**src/rtl/bls_seq_pkg.sv**
```systemverilog
// Shared types and helpers for the nibble-serial borrow-lookahead subtract sequencer.
package bls_seq_pkg;

   localparam int NIB_W = 4;

   typedef enum logic [1:0] {
      IDLE = 2'd0,
      RUN  = 2'd1,
      DONE = 2'd2
   } state_e;

   function automatic int calc_nib(input int width);
      return width / NIB_W;
   endfunction

endpackage

```
**src/rtl/bls_settle_timer.sv**
```systemverilog
// Settle down-counter: load arms SETTLE_CYC-1, tc_o pulses on the capture cycle and reloads.
// Latency: first tc_o SETTLE_CYC cycles after load; counts only while en_i is high.
module bls_settle_timer #(
   parameter int SETTLE_CYC = 2
) (
   input  logic clk_i,
   input  logic rst_i,
   input  logic load_i,
   input  logic en_i,
   output logic tc_o
);

   localparam int CW = (SETTLE_CYC > 1) ? $clog2(SETTLE_CYC) : 1;
   localparam logic [CW-1:0] RELOAD = CW'(SETTLE_CYC - 1);

   logic [CW-1:0] cnt_q;
   logic [CW-1:0] cnt_d;

   assign tc_o = en_i && (cnt_q == '0);

   always_comb begin
      cnt_d = cnt_q;
      if (load_i || tc_o) begin
         cnt_d = RELOAD;
      end else if (en_i && (cnt_q != '0)) begin
         cnt_d = cnt_q - CW'(1);
      end
   end

   always_ff @(posedge clk_i or posedge rst_i) begin
      if (rst_i) begin
         cnt_q <= '0;
      end else begin
         cnt_q <= cnt_d;
      end
   end

endmodule

```
**src/rtl/bls_nibble_seq_ctrl.sv**
```systemverilog
// WIDTH-bit A-B-bin through one external 4-bit slice, LSB nibble first; done WIDTH/4*SETTLE_CYC cycles after accept.
// start is taken only while ready_o; optional signed overflow output under BLS_SEQ_OVF_EN.
module bls_nibble_seq_ctrl
   import bls_seq_pkg::*;
#(
   parameter int WIDTH      = 16,
   parameter int SETTLE_CYC = 2
) (
   input  logic             clk_i,
   input  logic             rst_i,
   input  logic             start_i,
   input  logic [WIDTH-1:0] a_i,
   input  logic [WIDTH-1:0] b_i,
   input  logic             bin_i,
   output logic             ready_o,
   output logic             busy_o,
   output logic             done_o,
   output logic [WIDTH-1:0] d_o,
   output logic             bout_o,
   output logic             zero_o,
`ifdef BLS_SEQ_OVF_EN
   output logic             ovf_o,
`endif
   output logic [3:0]       sl_a_o,
   output logic [3:0]       sl_b_o,
   output logic             sl_bin_o,
   input  logic [3:0]       sl_d_i,
   input  logic             sl_bout_i
);

   localparam int NIB = calc_nib(WIDTH);
   localparam int IW  = (NIB > 1) ? $clog2(NIB) : 1;

   state_e           state_q, state_d;
   logic [WIDTH-1:0] a_q, b_q, d_q, d_d;
   logic [IW-1:0]    idx_q;
   logic             borrow_q, bout_q, zero_q;
   logic             accept, run, cap, last;
   logic [IW+1:0]    sh;

   assign accept = (state_q == IDLE) && start_i;
   assign run    = (state_q == RUN);
   assign last   = (idx_q == IW'(NIB - 1));
   assign sh     = {idx_q, 2'b00};

   bls_settle_timer #(
      .SETTLE_CYC(SETTLE_CYC)
   ) u_timer (
      .clk_i (clk_i),
      .rst_i (rst_i),
      .load_i(accept),
      .en_i  (run),
      .tc_o  (cap)
   );

   always_ff @(posedge clk_i or posedge rst_i) begin
      if (rst_i) begin
         state_q <= IDLE;
      end else begin
         state_q <= state_d;
      end
   end

   always_comb begin
      state_d = state_q;
      unique case (state_q)
         IDLE:    if (start_i) state_d = RUN;
         RUN:     if (cap && last) state_d = DONE;
         DONE:    state_d = IDLE;
         default: state_d = IDLE;
      endcase
   end

   always_comb begin
      ready_o  = (state_q == IDLE);
      busy_o   = run;
      done_o   = (state_q == DONE);
      sl_a_o   = '0;
      sl_b_o   = '0;
      sl_bin_o = 1'b0;
      if (run) begin
         sl_a_o   = NIB_W'(a_q >> sh);
         sl_b_o   = NIB_W'(b_q >> sh);
         sl_bin_o = borrow_q;
      end
   end

   // Full result as it will look after this step's capture; feeds both d and zero.
   assign d_d = (d_q & ~(WIDTH'(4'hF) << sh)) | (WIDTH'(sl_d_i) << sh);

   always_ff @(posedge clk_i or posedge rst_i) begin
      if (rst_i) begin
         a_q      <= '0;
         b_q      <= '0;
         d_q      <= '0;
         idx_q    <= '0;
         borrow_q <= 1'b0;
         bout_q   <= 1'b0;
         zero_q   <= 1'b0;
      end else if (accept) begin
         a_q      <= a_i;
         b_q      <= b_i;
         borrow_q <= bin_i;
         idx_q    <= '0;
      end else if (cap) begin
         d_q      <= d_d;
         borrow_q <= sl_bout_i;
         idx_q    <= idx_q + IW'(1);
         if (last) begin
            bout_q <= sl_bout_i;
            zero_q <= (d_d == '0);
         end
      end
   end

`ifdef BLS_SEQ_OVF_EN
   logic ovf_q;

   always_ff @(posedge clk_i or posedge rst_i) begin
      if (rst_i) begin
         ovf_q <= 1'b0;
      end else if (!accept && cap && last) begin
         ovf_q <= (a_q[WIDTH-1] != b_q[WIDTH-1]) && (sl_d_i[NIB_W-1] != a_q[WIDTH-1]);
      end
   end

   assign ovf_o = ovf_q;
`endif

   assign d_o    = d_q;
   assign bout_o = bout_q;
   assign zero_o = zero_q;

endmodule

```
**config.mk**
```make
export PLATFORM = sky130hd
export DESIGN_NAME = bls_nibble_seq_ctrl
export DESIGN_NICKNAME = d
export VERILOG_FILES = /design/src/rtl/bls_seq_pkg.sv /design/src/rtl/bls_settle_timer.sv /design/src/rtl/bls_nibble_seq_ctrl.sv
export SDC_FILE = /design/constraint.sdc
export NUM_CORES = 1
export LEC_CHECK = 0
export ABC_AREA = 1
export ABC_CLOCK_PERIOD_IN_PS = 1450
export BUFFER_PORTS_ARGS = -buffer_cell sky130_fd_sc_hd__buf_4
export CAP_MARGIN = 20
export CORE_ASPECT_RATIO = 0.9
export CORE_UTILIZATION = 45
export DETAILED_ROUTE_END_ITERATION = 6
export PLACE_DENSITY = 0.72
export SLEW_MARGIN = 20
export SYNTH_ARGS = -nofsm -noshare
export SYNTH_HDL_FRONTEND = slang
export SYNTH_SLANG_ARGS = --single-unit
export TNS_END_PERCENT = 20
```
**constraint.sdc**
```tcl
create_clock -name clk_i -period 1.45 [get_ports clk_i]
set_input_delay 0.0725 -clock clk_i [delete_from_list [all_inputs] [get_ports clk_i]]
set_output_delay 0.0725 -clock clk_i [all_outputs]
set_load 0.03 [all_outputs]
```
# Yosys cells after proc, flatten, opt, wreduce, memory -nomap -nowiden
# Cells that the tools add are included.
# word_totals
regBits	56
input_bits	41
out_inout_bits	30
elab_cells	49
# classes
add_sub_neg	2
n_eq_ne	5
shifts	4
n_mux	12
n_bitwise	5
reduce_logical	12
# op_table
cell	count
$shr 16x4->4	2
$and 16x16->16	1
$logic_not 16->1	1
$not 16->16	1
$or 16x16->16	1
$shl 4x4->16	1
$shl 4x4->16 const A	1
$mux 2	4
$mux 4	2
$mux 1	5
$eq 2x2->1 const B	2
$logic_and 1x1->1	4
$ne 2x2->1 const B	2
$pmux 2 s2	1
$reduce_and 2->1	2
$reduce_bool 2->1	2
$reduce_and 3->1	1
$add 2x1->2 const B	1
$eq 2x1->1 const B	1
$logic_not 2->1	1
$not 1->1	2
$logic_or 1x1->1	1
$sub 1x1->1 const B	1

# Logic depth before layout (Yosys ltp)
# Gate-level depths: netlist of the first run.
# depth
ltp_word	5
ltp_mapped	12
ltp_nobuf	10

# Modules after synthesis
# Synthesis of the first run repeated with hierarchy kept, for this count alone.
# unflattened
cells_unflattened	369
hier_area_um2	2936.6
# modules_own_cells
mod	instances	cells_per_inst	area_each_um2	seq_area_each_um2
bls_nibble_seq_ctrl	1	360	2875.3	1376.3
bls_settle_timer	1	9	61.3	25.0

# Worst setup path before layout of the first run
# OpenSTA, ideal clock, no wires.
# synth_path
path_kind	flip-flop to output port
from	reg idx_q[1]
to	out sl_b_o[0]
t_arrival_ns	1.466
required_ns	1.378
slack_ns	-0.089
stages_incl_launch_ff	7
path_buffers	3
path_cell_list	dfrtp_1 > buf_4 > buf_6 > buf_2 > nor2_1 > o21ai_1 > a21oi_1
# synth_between
elab_chain_len	2
# synth_rtl
element	line	text
start, declared	bls_nibble_seq_ctrl.sv:36	logic [IW-1:0] idx_q;
start signal, assigned	bls_nibble_seq_ctrl.sv:108	idx_q <= idx_q + IW'(1);
$shr 16x4->4	bls_nibble_seq_ctrl.sv:83	sl_b_o = NIB_W'(b_q >> sh);
$mux 4	bls_nibble_seq_ctrl.sv:81	if (run) begin
end, declared	bls_nibble_seq_ctrl.sv:25	output logic [3:0] sl_b_o,
# Every way passes these cells.

# Worst setup path in the final report of the first run
# layout_path
from	reg idx_q[0]
to	out sl_a_o[2]
# layout_between
elab_chain_len	2
# layout_rtl
element	line	text
$shr 16x4->4	bls_nibble_seq_ctrl.sv:82	sl_a_o = NIB_W'(a_q >> sh);
$mux 4	bls_nibble_seq_ctrl.sv:81	
end, declared	bls_nibble_seq_ctrl.sv:24	output logic [3:0] sl_a_o,
# Every way passes these cells.

==> results by group, run 1 <==
Placed design
  – Routability cong.: 0.907
  – Placed instance count: 486
  – Dpl cell area: between 3000 and 4000 um^2
  – DP Wirelength: ~4800 um
  – Port bufs: 70

Floorplanning
  – Starting density of the core: 47.9%
  – Die area: between 6000 and 7000 um^2
  – Die height: 76.9 um
  – Core ar.: 5860 um^2
  – Num ports: around 70
  – DIE WIDTH: about 85 um
  – Rows: 26

Logic synthesis
  – Count leader, synth: nand2_1
  – Mapped Cells: 350
  – Number of flops mapped to enable cells by yosys: 0
  – Sequential fraction of the synthesis area: between 40% and 50%
  – Avg Cell Area, Syn: between 8 and 9 um^2
  – Top cell type by total area after synthesis: dfrtp_1
  – Post-synth ARST share: between 90% and 100%
  – Netlist cell types: 23
  – Top cell type's share of synthesized area: around 50%
  – Synth cell count leaders: nand2_1, dfrtp_1, inv_1, nor2_1, o21ai_1
  – Synth Register Bits: 56
  – Mapped cell area: 2810 um^2
  – Top FF cell, synth: dfrtp_1
  – Dominant cells by area after synthesis: dfrtp_1, nand2_1, buf_6
  – Synth warn: 0
  – Syn nets: ~400

Cells and area
  – Cell area after layout: between 3000 and 4000 um^2
  – Nets: between 500 and 600
  – Multi-input logic area: 1180 um^2
  – Storage element area: 1410 um^2
  – Fillers: 500
  – Layout cell share with drive strength beyond 1: 26.7%
  – # diodes: 0
  – Area Growth Syn to Fin: 39.4%
  – Final cell count without fillers: 530

Worst setup path
  – Critical setup path kind: reg -> out
  – Crit path cell chain: clkbuf_16, a21oi_2, o21ai_1, a21oi_1, buf_4
  – Worst path max stage delay: 510 ps
  – Required time of the critical path: 1380 ps
  – CP startpoint: idx_q[0]
  – Worst-case reg-to-reg path depth: 8
  – Critical path arrival: 1570 ps
  – RR Startpoint: idx_q[0]
  – Crit Path Max Fanout: 8
  – Setup crit end kind: output port
  – CP max stage cell: dfrtp_2
  – Critical path launch point type: flip-flop

Detailed routing
  – DRT Wirelength: between 7000 and 8000 um
  – Initial DRC count: around 190
  – WL/cell: 13.6 um
  – Residual DRC count: 0
  – Via density per instance: 5.04
  – DR pass1 iterations: 6
  – Detail Route Antenna Nets: 0
  – DR vias: 2670

Clocking
  – CTS clk-pin slew, worst paths: about 100 ps
  – H-tree depth: 2
  – # clock sinks: 56
  – Clk Latency, worst-skew pair: around 310 ps
  – Cts bufs inserted: 5
  – CTS tree: built
  – Clk buf depth: 2
  – Root buf cell: clkbuf_8

Flow run
  – Max Cap Viol: 0

STA
  – F_max: a little over 600 MHz
  – Max Slew Vio Count: 0
  – Fin worst setup slack: -189 ps
  – RSZ-0062 raised after global routing: true
  – Final clock skew: a little over 8 ps
  – Final hold viol count: 0
  – Worst slew margin: 80.0%
  – Fin crit period: approximately 1600 ps
  – Worst Max-Slew Pin Slew: approximately 300 ps
  – Finish-stage setup viols: 8
  – Final period util: 113%

Global route
  – Remaining Overflow, GRT: 0
  – Initial antenna violation count: 0
  – Vias in the first global route: 2557
  – First-pass GRT wire length: 12000 um
  – Gr usage total: 23.1%
  – Largest net degree at the start of global routing: between 50 and 60

Power and ir drop
  – Power Density: about 2200 nW/um^2
  – Max IR drop VDD: 0.00118 V
  – Tot Pwr: slightly below 0.009 W
  – Static Leak: about 2.0 nW

Worst hold path
  – Hold Crit Class: in -> reg
  – Hold_sp: b_i[15]
  – Hold-critical path depth: 3

Outcome
  – Failing checks: setup timing
  – Status: complete, but fails checks
-- through the flow --
stage	utilization [%]	hold slack, ps	setup TNS, ps	setup slack, ps
after floorplan	-	182	-584	-88.8
after detailed placement	58.3	162	0	111
after global placement	58.3	160	0	149
final	66.8	4.42	-1120	-189
after global routing	66.8	2.00	-2060	-259
after CTS	65.7	1.72	-977	-162
-- flip-flops by register name (all words and copies together), names as in the netlist --
name,count
zero_o,1
a_q,16
b_q,16
u_timer.cnt_q,1
state_q,2
borrow_q,1
d_o,16
bout_o,1
idx_q,2
-- power breakdown --
part | switching (W) | internal (W) | leakage, nW | total, W
Combinational | 0.00312 | 0.00194 | 1.31 | 0.00506
Clock | 0.000504 | 0.000390 | 0.0445 | 0.000894
Sequential | 0.000440 | 0.00228 | 0.691 | 0.00272
Total | 0.00406 | 0.00462 | 2.04 | 0.00868
-- metal layers --
| layer | part of all wire (%) | track usage (%) | wire length [um] | vias up |
|---|---|---|---|---|
| li1 | - | - | - | 1318 |
| met1 | 46 | 33.2 | 3360 | 1241 |
| met2 | 46 | 36.2 | 3300 | 103 |
| met3 | 6.6 | 3.77 | 480 | 8 |
| met4 | 1.1 | 6.83 | 82 | 0 |
| met5 | 0 | 0 | 0 | - |
-- final cells by class --
class                   count  area share, %
clock buffers               7           2.21
clock inverters             1          0.192
inverters                  27           2.78
multi-input cells         251           30.1
flip-flops and latches     56           35.9
well taps                  70           2.24
repair buffers            118           26.5
-- repair_timing --
item | CTS | global route
setup endpoints to repair | 9 | 10
hold buffers | 31 | 0
endpoints found under the hold margin | 86 | 0
resized for setup | 6 | 13
pin swaps | 0 | 5
cloned | 0 | 2
buffers inserted | 2 | 1
-- worst max-delay path, delay by kind of cell, from the launching register on --
kind            cells  cell delay, ps
buf+inv             2             380
compound gates      3             370
flops               1             510
-- layout by cell type, fill, tap and decap left out, types with 5 or more instances in the layout --
cell	netlist	final
nand2_1	151	151
clkbuf_8	0	6
dlygate4sd3_1	0	31
inv_2	4	5
o21ai_1	15	18
dfrtp_1	56	53
inv_1	21	19
nand3_1	13	13
a21oi_1	14	10
nor2_1	18	17
buf_4	4	77
o211ai_1	8	8
o21ai_0	14	11
-- final timing paths --
check	endpoint	slack [ps]
setup reg to reg	zero_o	40
min in group asynchronous	state_q[0]	370
hold / removal	b_q[15]	4
max in group asynchronous	idx_q[0]	810
setup / recovery	sl_a_o[2]	-190
hold reg to reg	b_q[11]	490
-- cells by family (layout without fill, tap and decap cells) --
kind of cell	count (synthesis)	count (layout)	share of synthesized area [%]
AND/OR/NAND/NOR	194	194	29.2
flip-flops	56	56	49.9
AO/OA/AOI/OAI	53	53	10.3
buffers and inverters	43	153	8.78
adder cells (fa/ha/maj)	4	4	1.78
(Power assumes the default switching activity.)
==> run 2, diff against run 1 <==
PLACE_DENSITY = default   (was 0.72)
PLACE_DENSITY_LB_ADDON = 0.2   (was default)
==> run 2 against run 1 <==
  * The flow still finishes with violations (setup timing)
  * Setup slack improved by 93 ps
  * Hold slack improved by 2.3 ps
  * Maximum frequency increased by 6.0%
  * Sequential share of layout area increased by 0.92 points
  * Combinational power decreased by 4.7%
  * Clock skew decreased by 3.6 ps
  * Critical path type unchanged
  * Highest routed layer unchanged
==> results by group, run 2 (synthesis results as in run 1) <==
Power and ir drop
  – Max IR drop VDD: approximately 0.0011 V
  – Power Density: approximately 2200 nW/um^2
  – Static Leak: roughly 2.0 nW

Worst setup path
  – RR Startpoint: idx_q[1]
  – Crit Path Max Fanout: 28
  – Reg2reg setup slack: roughly 10 ps
  – Reg2reg end: zero_o
  – Worst-case reg-to-reg path depth: 11
  – Critical setup path kind: reg -> out
  – Required time of the critical path: roughly 1400 ps
  – Critical path arrival: between 1000 and 1500 ps
  – Setup crit end kind: output port
  – Critical path launch point type: flip-flop

Cells and area
  – Final cell count without fillers: 525
  – Layout cell share with drive strength beyond 1: 24.6%
  – # diodes: 0
  – Commonest non-fill, non-tap cell in the layout: nand2_1
  – Most frequent cells in the layout: nand2_1, buf_4, dfrtp_1, dlygate4sd3_1, inv_1
  – Nets: 500
  – Area Growth Syn to Fin: 35.8%
  – Fillers: between 500 and 600

Floorplanning
  – DIE WIDTH: between 80 and 90 um
  – Starting density of the core: between 40% and 50%
  – Die height: between 70 and 80 um
  – Num ports: 71
  – Rows: 26
  – Core ar.: 5860 um^2
  – Die area: about 6600 um^2

STA
  – Finish-stage setup viols: 8
  – Worst slew margin: between 70% and 80%
  – RSZ-0062 raised after global routing: true
  – Fin crit period: 1550 ps
  – F_max: 647 MHz
  – Worst Max-Slew Pin Slew: 411 ps
  – Final period util: 107%
  – Max Slew Vio Count: 0
  – Final hold viol count: 0
  – Fin worst setup slack: -96.2 ps
  – Final clock skew: ~4.5 ps

Global route
  – Vias in the first global route: between 2000 and 2500
  – Initial antenna violation count: 0
  – Largest net degree at the start of global routing: 57
  – First-pass GRT wire length: between 10000 and 15000 um
  – Gr usage total: a little over a fifth
  – Remaining Overflow, GRT: 0

Worst hold path
  – Hold EP: b_q[15]
  – Hold Crit Class: in -> reg
  – Hold_sp: b_i[15]
  – Hold-critical path depth: 3

Placed design
  – Placed instance count: a little under 500
  – DP Worst Slack: around 49 ps
  – Routability cong.: between 0.8 and 0.9
  – DP Wirelength: roughly 4600 um
  – Port bufs: 70

Detailed routing
  – DRT Wirelength: 6680 um
  – WL/cell: ~13 um
  – Initial DRC count: 120
  – Top routing layer used: met4
  – DR pass1 iterations: 4
  – Met3 wire len: ~350 um
  – WL met2: just under 3000 um
  – Residual DRC count: 0
  – DR vias: between 2000 and 3000
  – DRT met1 WL: 3290 um
  – Via density per instance: ~4.9
  – Detail Route Antenna Nets: 0

Clocking
  – CTS clk-pin slew, worst paths: about 90 ps
  – # clock sinks: 56
  – Clk Latency, worst-skew pair: 300 ps
  – Clk buf depth: 2
  – CTS tree: built
  – Cts bufs inserted: 5
  – H-tree depth: 2
  – Root buf cell: clkbuf_8

Outcome
  – Status: complete, but fails checks
  – Failing checks: setup timing

Flow run
  – Max Cap Viol: 0
==> run 2: power by group <==
part	leakage (nW)	total (W)	switching (W)	internal, W
Clock	0.0410	0.000795	0.000466	0.000330
Combinational	1.27	0.00482	0.00303	0.00180
Sequential	0.693	0.00269	0.000412	0.00228
Total	2.01	0.00831	0.00391	0.00441
==> run 2: per-layer routing <==
| layer | vias to the layer above | GRT usage, % |
|---|---|---|
| li1 | 1316 | - |
| met1 | 1160 | 32.3 |
| met2 | 70 | 32.7 |
| met3 | 11 | 4.09 |
| met4 | 0 | 6.83 |
| met5 | - | 0 |
==> run 2: layout make-up <==
class                           count  area, um^2  share of cell area (%)
Inverter                           27         109                    2.86
Clock inverter                      1        5.00                   0.131
Clock buffer                        6        72.6                    1.90
Tap cell                           70        87.6                    2.30
Timing Repair Buffer              114         965                    25.3
Sequential cell                    56        1400                    36.8
Multi-Input combinational cell    251        1170                    30.7
==> run 2: worst max path at each step <==
stage / startpoint / endpoint / depth (start not counted)
2_1_floorplan: idx_q[1] / sl_b_o[2] / 6
3_3_place_gp: idx_q[0] / sl_b_o[3] / 6
3_5_place_dp: idx_q[0] / sl_b_o[3] / 6
4_1_cts: idx_q[0] / sl_a_o[3] / 5
5_1_grt: idx_q[0] / sl_b_o[0] / 6
6_report: idx_q[0] / sl_a_o[3] / 5
==> run 2: stage by stage <==
stage | TNS (ps) | total power, W | hold slack [ps] | area [um^2] | util, %
2_1_floorplan | -584 | 0.00601 | 182 | 2810 | -
3_3_place_gp | 0 | 0.00726 | 158 | 3370 | 57.6
3_5_place_dp | 0 | 0.00734 | 165 | 3370 | 57.6
4_1_cts | -625 | 0.00836 | 1.47 | 3810 | 65.0
5_1_grt | -1540 | 0.00904 | 20.4 | 3810 | 65.1
6_report | -508 | 0.00831 | 6.77 | 3810 | 65.1
==> run 2: critical path: stages, from the launching register on <==
cell	delay, ps
dfrtp_2	450
buf_12	170
a21oi_1	130
o21ai_1	70
a21oi_1	160
buf_4	190
==> run 2: timing repair <==
action | in CTS | in global routing
setup buffers | 2 | 0
endpoints found under the hold margin | 87 | 0
endpoints found under the setup margin | 9 | 10
gates resized for setup | 11 | 2
pin swaps | 1 | 0
hold buffers | 32 | 0
